File: src/rtl/lru_cam.sv
// Fully registered CAM with true-LRU replacement, invalidate, multi-cycle flush
// and valid/ready handshakes on both the request and the response side.
module lru_cam #(
    parameter int CAMSIZE = 8,
    parameter int KEY_W   = 16,
    parameter int VAL_W   = 32,
    localparam int IDX_W  = $clog2(CAMSIZE)
) (
    input  logic             clk_i,
    input  logic             rst_ni,
    input  logic             req_valid_i,
    output logic             req_ready_o,
    input  logic [1:0]       req_op_i,
    input  logic [KEY_W-1:0] req_key_i,
    input  logic [VAL_W-1:0] req_val_i,
    output logic             resp_valid_o,
    input  logic             resp_ready_i,
    output logic             resp_hit_o,
    output logic [VAL_W-1:0] resp_val_o,
    output logic [IDX_W-1:0] resp_idx_o,
    output logic             resp_evict_o,
    output logic [KEY_W-1:0] resp_evict_key_o,
    output logic [VAL_W-1:0] resp_evict_val_o,
    output logic [IDX_W:0]   count_o
);
    typedef enum logic [1:0] {OP_READ = 2'b00, OP_WRITE = 2'b01, OP_INV = 2'b10, OP_FLUSH = 2'b11} op_e;
    typedef enum logic {S_IDLE = 1'b0, S_FLUSH = 1'b1} state_e;

    localparam logic [IDX_W-1:0] AGE_MAX = IDX_W'(CAMSIZE - 1);
    localparam logic [IDX_W:0]   FULL    = (IDX_W + 1)'(CAMSIZE);

    state_e               state_q, state_d;
    logic [IDX_W-1:0]     flush_idx_q, flush_idx_d;
    logic [CAMSIZE-1:0]   valid_q, valid_d;
    logic [IDX_W-1:0]     age_q [CAMSIZE];
    logic [IDX_W-1:0]     age_d [CAMSIZE];
    logic [KEY_W-1:0]     key_q [CAMSIZE];
    logic [KEY_W-1:0]     key_d [CAMSIZE];
    logic [VAL_W-1:0]     val_q [CAMSIZE];
    logic [VAL_W-1:0]     val_d [CAMSIZE];
    logic [IDX_W:0]       count_q, count_d;

    logic                 rvalid_q, rvalid_d, rhit_q, rhit_d, revict_q, revict_d;
    logic [VAL_W-1:0]     rval_q, rval_d, revval_q, revval_d;
    logic [IDX_W-1:0]     ridx_q, ridx_d;
    logic [KEY_W-1:0]     revkey_q, revkey_d;

    logic [CAMSIZE-1:0]   match;
    logic                 hit;
    logic [IDX_W-1:0]     hit_idx, free_idx, lru_idx, tgt_idx, hit_age;
    logic                 full, accept;

    assign req_ready_o      = (state_q == S_IDLE) && (!rvalid_q || resp_ready_i);
    assign accept           = req_valid_i && req_ready_o;
    assign full             = (count_q == FULL);
    assign resp_valid_o     = rvalid_q;
    assign resp_hit_o       = rhit_q;
    assign resp_val_o       = rval_q;
    assign resp_idx_o       = ridx_q;
    assign resp_evict_o     = revict_q;
    assign resp_evict_key_o = revkey_q;
    assign resp_evict_val_o = revval_q;
    assign count_o          = count_q;

    // Descending scan so the lowest matching / free index wins.
    always_comb begin
        hit      = 1'b0;
        hit_idx  = '0;
        free_idx = '0;
        lru_idx  = '0;
        for (int i = CAMSIZE - 1; i >= 0; i--) begin
            match[i] = valid_q[i] && (key_q[i] == req_key_i);
            if (match[i]) begin
                hit     = 1'b1;
                hit_idx = IDX_W'(i);
            end
            if (!valid_q[i]) free_idx = IDX_W'(i);
            if (valid_q[i] && age_q[i] == AGE_MAX) lru_idx = IDX_W'(i);
        end
    end

    assign hit_age = age_q[hit_idx];
    assign tgt_idx = full ? lru_idx : free_idx;

    always_comb begin
        state_d     = state_q;
        flush_idx_d = flush_idx_q;
        valid_d     = valid_q;
        age_d       = age_q;
        key_d       = key_q;
        val_d       = val_q;
        count_d     = count_q;
        rvalid_d    = rvalid_q && !resp_ready_i;
        rhit_d      = rhit_q;
        rval_d      = rval_q;
        ridx_d      = ridx_q;
        revict_d    = revict_q;
        revkey_d    = revkey_q;
        revval_d    = revval_q;

        if (state_q == S_FLUSH) begin
            valid_d[flush_idx_q] = 1'b0;
            age_d[flush_idx_q]   = AGE_MAX;
            if (valid_q[flush_idx_q]) count_d = count_q - 1'b1;
            flush_idx_d = flush_idx_q + 1'b1;
            if (flush_idx_q == AGE_MAX) begin
                state_d  = S_IDLE;
                rvalid_d = 1'b1;
                rhit_d   = 1'b0;
                rval_d   = '0;
                ridx_d   = '0;
                revict_d = 1'b0;
                revkey_d = '0;
                revval_d = '0;
            end
        end else if (accept) begin
            rhit_d   = 1'b0;
            rval_d   = '0;
            ridx_d   = '0;
            revict_d = 1'b0;
            revkey_d = '0;
            revval_d = '0;
            if (req_op_i != OP_FLUSH) rvalid_d = 1'b1;
            case (op_e'(req_op_i))
                OP_READ, OP_WRITE: begin
                    if (hit) begin
                        for (int i = 0; i < CAMSIZE; i++)
                            if (valid_q[i] && age_q[i] < hit_age) age_d[i] = age_q[i] + 1'b1;
                        age_d[hit_idx] = '0;
                        rhit_d = 1'b1;
                        ridx_d = hit_idx;
                        if (req_op_i == OP_WRITE) val_d[hit_idx] = req_val_i;
                        else rval_d = val_q[hit_idx];
                    end else if (req_op_i == OP_WRITE) begin
                        for (int i = 0; i < CAMSIZE; i++)
                            if (valid_q[i] && IDX_W'(i) != tgt_idx) age_d[i] = age_q[i] + 1'b1;
                        valid_d[tgt_idx] = 1'b1;
                        key_d[tgt_idx]   = req_key_i;
                        val_d[tgt_idx]   = req_val_i;
                        age_d[tgt_idx]   = '0;
                        ridx_d           = tgt_idx;
                        if (full) begin
                            revict_d = 1'b1;
                            revkey_d = key_q[tgt_idx];
                            revval_d = val_q[tgt_idx];
                        end else begin
                            count_d = count_q + 1'b1;
                        end
                    end
                end
                OP_INV: begin
                    if (hit) begin
                        for (int i = 0; i < CAMSIZE; i++)
                            if (valid_q[i] && age_q[i] > hit_age) age_d[i] = age_q[i] - 1'b1;
                        valid_d[hit_idx] = 1'b0;
                        age_d[hit_idx]   = AGE_MAX;
                        count_d          = count_q - 1'b1;
                        rhit_d           = 1'b1;
                        ridx_d           = hit_idx;
                    end
                end
                default: begin
                    state_d     = S_FLUSH;
                    flush_idx_d = '0;
                end
            endcase
        end
    end

    always_ff @(posedge clk_i or negedge rst_ni) begin
        if (!rst_ni) begin
            state_q     <= S_IDLE;
            flush_idx_q <= '0;
            valid_q     <= '0;
            count_q     <= '0;
            for (int i = 0; i < CAMSIZE; i++) age_q[i] <= AGE_MAX;
            rvalid_q    <= 1'b0;
            rhit_q      <= 1'b0;
            rval_q      <= '0;
            ridx_q      <= '0;
            revict_q    <= 1'b0;
            revkey_q    <= '0;
            revval_q    <= '0;
        end else begin
            state_q     <= state_d;
            flush_idx_q <= flush_idx_d;
            valid_q     <= valid_d;
            count_q     <= count_d;
            age_q       <= age_d;
            rvalid_q    <= rvalid_d;
            rhit_q      <= rhit_d;
            rval_q      <= rval_d;
            ridx_q      <= ridx_d;
            revict_q    <= revict_d;
            revkey_q    <= revkey_d;
            revval_q    <= revval_d;
        end
    end

    // Key/value storage is qualified by valid_q, so it needs no reset.
    always_ff @(posedge clk_i) begin
        key_q <= key_d;
        val_q <= val_d;
    end

    always_ff @(posedge clk_i) begin
        if (rst_ni && accept) assert ($onehot0(match));
    end
endmodule

File: config.mk
export PLATFORM = sky130hd
export DESIGN_NAME = lru_cam
export DESIGN_NICKNAME = d
export VERILOG_FILES = /design/src/rtl/lru_cam.sv
export SDC_FILE = /design/constraint.sdc
export NUM_CORES = 1
export LEC_CHECK = 0
export ABC_AREA = 1
export CAP_MARGIN = 20
export CORE_MARGIN = 2
export CORE_UTILIZATION = 25
export DETAILED_ROUTE_END_ITERATION = 7
export SYNTH_ARGS = -nofsm -noshare
export SYNTH_HDL_FRONTEND = slang
export SYNTH_SLANG_ARGS = --single-unit
export TNS_END_PERCENT = 5
File: constraint.sdc
create_clock -name clk_i -period 4.6 [get_ports clk_i]
set_input_delay 0.46 -clock clk_i [delete_from_list [all_inputs] [get_ports clk_i]]
set_output_delay 0.46 -clock clk_i [all_outputs]
set_load 0.01 [all_outputs]
==> impl_metrics.toml, run 1 <==
[power_and_ir_drop]
power_density_mw_per_mm2 = 476
seq_power_share_pct = 33.0
combPwrFrac_pct = 39.4
peakVddDrop_v = 0.000340
power.share.clock_pct = 27.6
swShare_pct = 40.8
total_power_uw = 17400
power.leakage_uw = 0.0156
internal-power_uw = 10300
power.switching_uw = 7080

[worst_setup_path]
cp-start-kind = "primary input"
worstPathMaxFanout = 6
end_kind = "register"
worstSetupPathType = "in -> reg"
arrival_ns = 4.97
critical_path_required_ns = 5.18
ff2ff_path_depth = 27

[yosys]
synth-simple-area-share_pct = 25.5
synth.avg_cell_area_um2 = 8.36
syn_inst = 3487
ys_top_cells_by_count = "nand2_1 (895), nor2_1 (445), edfxtp_1 (384)"
synth_flop_cell = "edfxtp_1"
yosysSeqAreaShare_pct = 50.5
ys_async_sr_fraction_pct = 24.7
yosysMostFrequentCell = "nand2_1"
synthXorXnorAreaFrac_pct = 1.38
synth_seq_cells = 510
synth_fa_ha_area_share_pct = 1.93
synth-edff-count = 384
yosysUniqueCellTypes = 53
synth_warnings = 0
synth_area_mm2 = 0.0291
syn-num-nets = 3586
yosys-top-cells-area = "edfxtp_1 (40%), nand2_1 (12%), dfrtp_1 (8.8%), nor2_1 (5.7%), inv_1 (4.7%)"
synth_top_family_by_area = "simple AND/OR/NAND/NOR gates"
synth_top_area_share_pct = 39.6
synth-compound-area-share_pct = 13.3
synth_top_cell_by_area = "edfxtp_1"
synthMuxAreaShare_pct = 0

[clock_network]
postCtsSetupRepairBufs = 0
cts_tree = "yes"
numCtsBuffers = 56
clock_latency_ns = 0.68
cts_max_path_buffers = 3
cts_root_buf = "clkbuf_16"
clock_sinks = 510
clk_pin_slew_ns = 0.07
cts_max_level = 2

[worst_hold_path]
hold_path_class = "in -> reg"
worstHoldPathCells = 3

[sta]
hold_slack_ns = 0.458
tightest_slew_ns = 0.964
grt_setup_unrepaired = "false"
finalClockSkew_ns = 0.0520
timing.fmax_ghz = 0.228
timing.final.crit_share_pct = 95.3
hold_viol = 0
tns_ns = 0
slew_viol_final = 0
finalSetupViolCount = 0
fin_crit_ns = 4.38
maxSlewHeadroom_pct = 35.7

[global_route]
grt_pass1_wl_um = 182000
grt_pass1_vias = 27200
groute.usage.overall_pct = 20.3
grt_max_degree = 82
grt_overflow_total = 0
antenna_found_initial = 5

[placement]
hpwlAfterDp_um = 84400
dp_cells = 5287
port_buffers = 144
gp_congestion = 0.996

[floorplan]
core_area_mm2 = 0.116
die_area_mm2 = 0.119
io_pins = 145
fp.dieW_um = 345
rows = 125
start_util_pct = 25.1
die_h_um = 345

[detailed_routing]
drt-wirelength-per-cell_um = 23.3
wl_um = 126000
avgViaCountPerCell = 5.29
drt_iter0_drc = 3701
drc = 0
ant_nets = 0
drt_pass1_iterations = 7
via_count = 28500

[cells_and_area]
layout.cells.non_filler = 5395
fin_util_pct = 31.5
fin_nets = 3921
area_growth_pct = 25.3
layout-drive-gt1-share_pct = 12.7

[status]
status = "completed"

[flow_run]
max_cap_violations = 0
[state kept, by name, indices dropped and copies added, names as in the netlist]
| signal | count |
|---|---|
| age_q | 24 |
| count_o | 4 |
| flush_idx_q | 3 |
| key_q | 128 |
| resp_evict_key_o | 16 |
| resp_evict_o | 1 |
| resp_evict_val_o | 32 |
| resp_hit_o | 1 |
| resp_idx_o | 3 |
| resp_val_o | 32 |
| resp_valid_o | 1 |
| state_q | 1 |
| val_q | 256 |
| valid_q | 8 |
[per-layer routing]
metal / vias up / GRT usage (%) / part of all wire, %
met5: - / 0 / 0.033
met4: 6 / 6.82 / 3.4
met3: 292 / 4.70 / 11
met2: 1782 / 32.2 / 45
met1: 13700 / 27.0 / 40
li1: 12700 / - / -
[cells by family (layout without fill, tap and decap cells)]
family,Yosys count,count (layout)
XOR/XNOR,46,46
AO/OA/AOI/OAI,558,558
AND/OR/NAND/NOR,1775,1775
other,0,1
flip-flops,510,510
buffers and inverters,553,936
adder cells (fa/ha/maj),45,45
[critical path: stages]
cell	delay, ns
clkdlybuf4s50_1	0.58
buf_4	0.25
nand2_1	0.18
o21ai_0	0.12
nor2_1	0.23
nand2_1	0.08
nor2_1	0.09
nand3_1	0.19
nand3_1	0.21
nand2_1	0.09
nand2_1	0.19
nor2_1	0.10
nand2_1	0.12
o22ai_1	0.09
or4_1	0.60
buf_4	0.22
ha_1	0.29
inv_1	0.08
nor2_1	0.05
nor2_2	0.15
nand3_2	0.14
nand2_1	0.08
nand3_1	0.07
nand2_1	0.07
nand2_1	0.05
nand3_1	0.07
nand2_1	0.05
inv_1	0.04
[repair_timing]
item	CTS	global route
endpoints found under the hold margin	67	0
resized for setup	0	0
hold buffers	1	0
[cell usage in the layout, fill, tap and decap left out, types with 10 or more instances in the layout]
cell / count
nand2_1: 890
nor2_1: 432
edfxtp_1: 384
inv_1: 365
buf_4: 265
nand3_1: 164
o22ai_1: 148
clkdlybuf4s50_1: 143
nor3_1: 134
dfrtp_1: 102
a21oi_1: 89
o221ai_1: 76
nand4_1: 67
clkbuf_16: 57
o21ai_0: 52
a32o_1: 48
ha_1: 45
o31ai_1: 39
buf_12: 30
xor2_1: 28
a22oi_1: 27
dfstp_2: 24
nor2_2: 19
inv_2: 18
xnor2_1: 18
o41ai_1: 17
a21boi_1: 16
clkbuf_1: 16
nand2_2: 14
nor4_1: 14
nor2_4: 13
clkinv_2: 11
clkinv_1: 10
[path summary, 6_finish.rpt]
| check | start | end | slack [ns] |
|---|---|---|---|
| setup / recovery | req_key_i[13] | age_q[8] | 0.22 |
| setup reg to reg | key_q[54] | age_q[8] | 0.40 |
| hold / removal | req_val_i[31] | val_q[255] | 0.46 |
| hold reg to reg | resp_val_o[4] | resp_val_o[4] | 0.48 |
| max in group asynchronous | rst_ni | age_q[5] | 3.07 |
| min in group asynchronous | rst_ni | resp_val_o[7] | 0.49 |
[power groups by stage]
stage | combinational (uW) | clock (uW) | sequential [uW]
floorplan | 4080 | 0 | 5650
global placement | 6630 | 0 | 5820
detailed placement | 6650 | 0 | 5810
CTS | 6690 | 4850 | 5720
global route | 7390 | 5020 | 5750
finish | 6840 | 4790 | 5730
[final cells by class]
class                           instances  area [um2]
Sequential cell                       510       14700
Clock buffer                           78        1560
Multi-Input combinational cell       2424       12500
Antenna cell                            1        2.50
Tap cell                             1524        1910
Timing Repair Buffer                  440        4040
Fill cell                           12100       79400
Clock inverter                         28         372
Inverter                              390        1470
[stage by stage]
stage / cell area, um2 / setup slack, ns
2_1_floorplan: 29100 / 0.617
3_3_place_gp: 34600 / -0.257
3_5_place_dp: 34600 / -0.286
4_1_cts: 36500 / 0.367
5_1_grt: 36500 / 0.0174
6_report: 36500 / 0.216
Note: power is estimated with default switching activity, not from simulation.
==> run 2: changes to the inputs <==
--- a/config.mk
+++ b/config.mk
@@ -10,6 +10,7 @@
 export CORE_MARGIN = 2
 export CORE_UTILIZATION = 25
 export DETAILED_ROUTE_END_ITERATION = 7
+export SKIP_CTS_REPAIR_TIMING = 1
 export SYNTH_ARGS = -nofsm -noshare
 export SYNTH_HDL_FRONTEND = slang
 export SYNTH_SLANG_ARGS = --single-unit
==> results of run 2 <==
Final layout, timing and power as in run 1 (identical DEF).
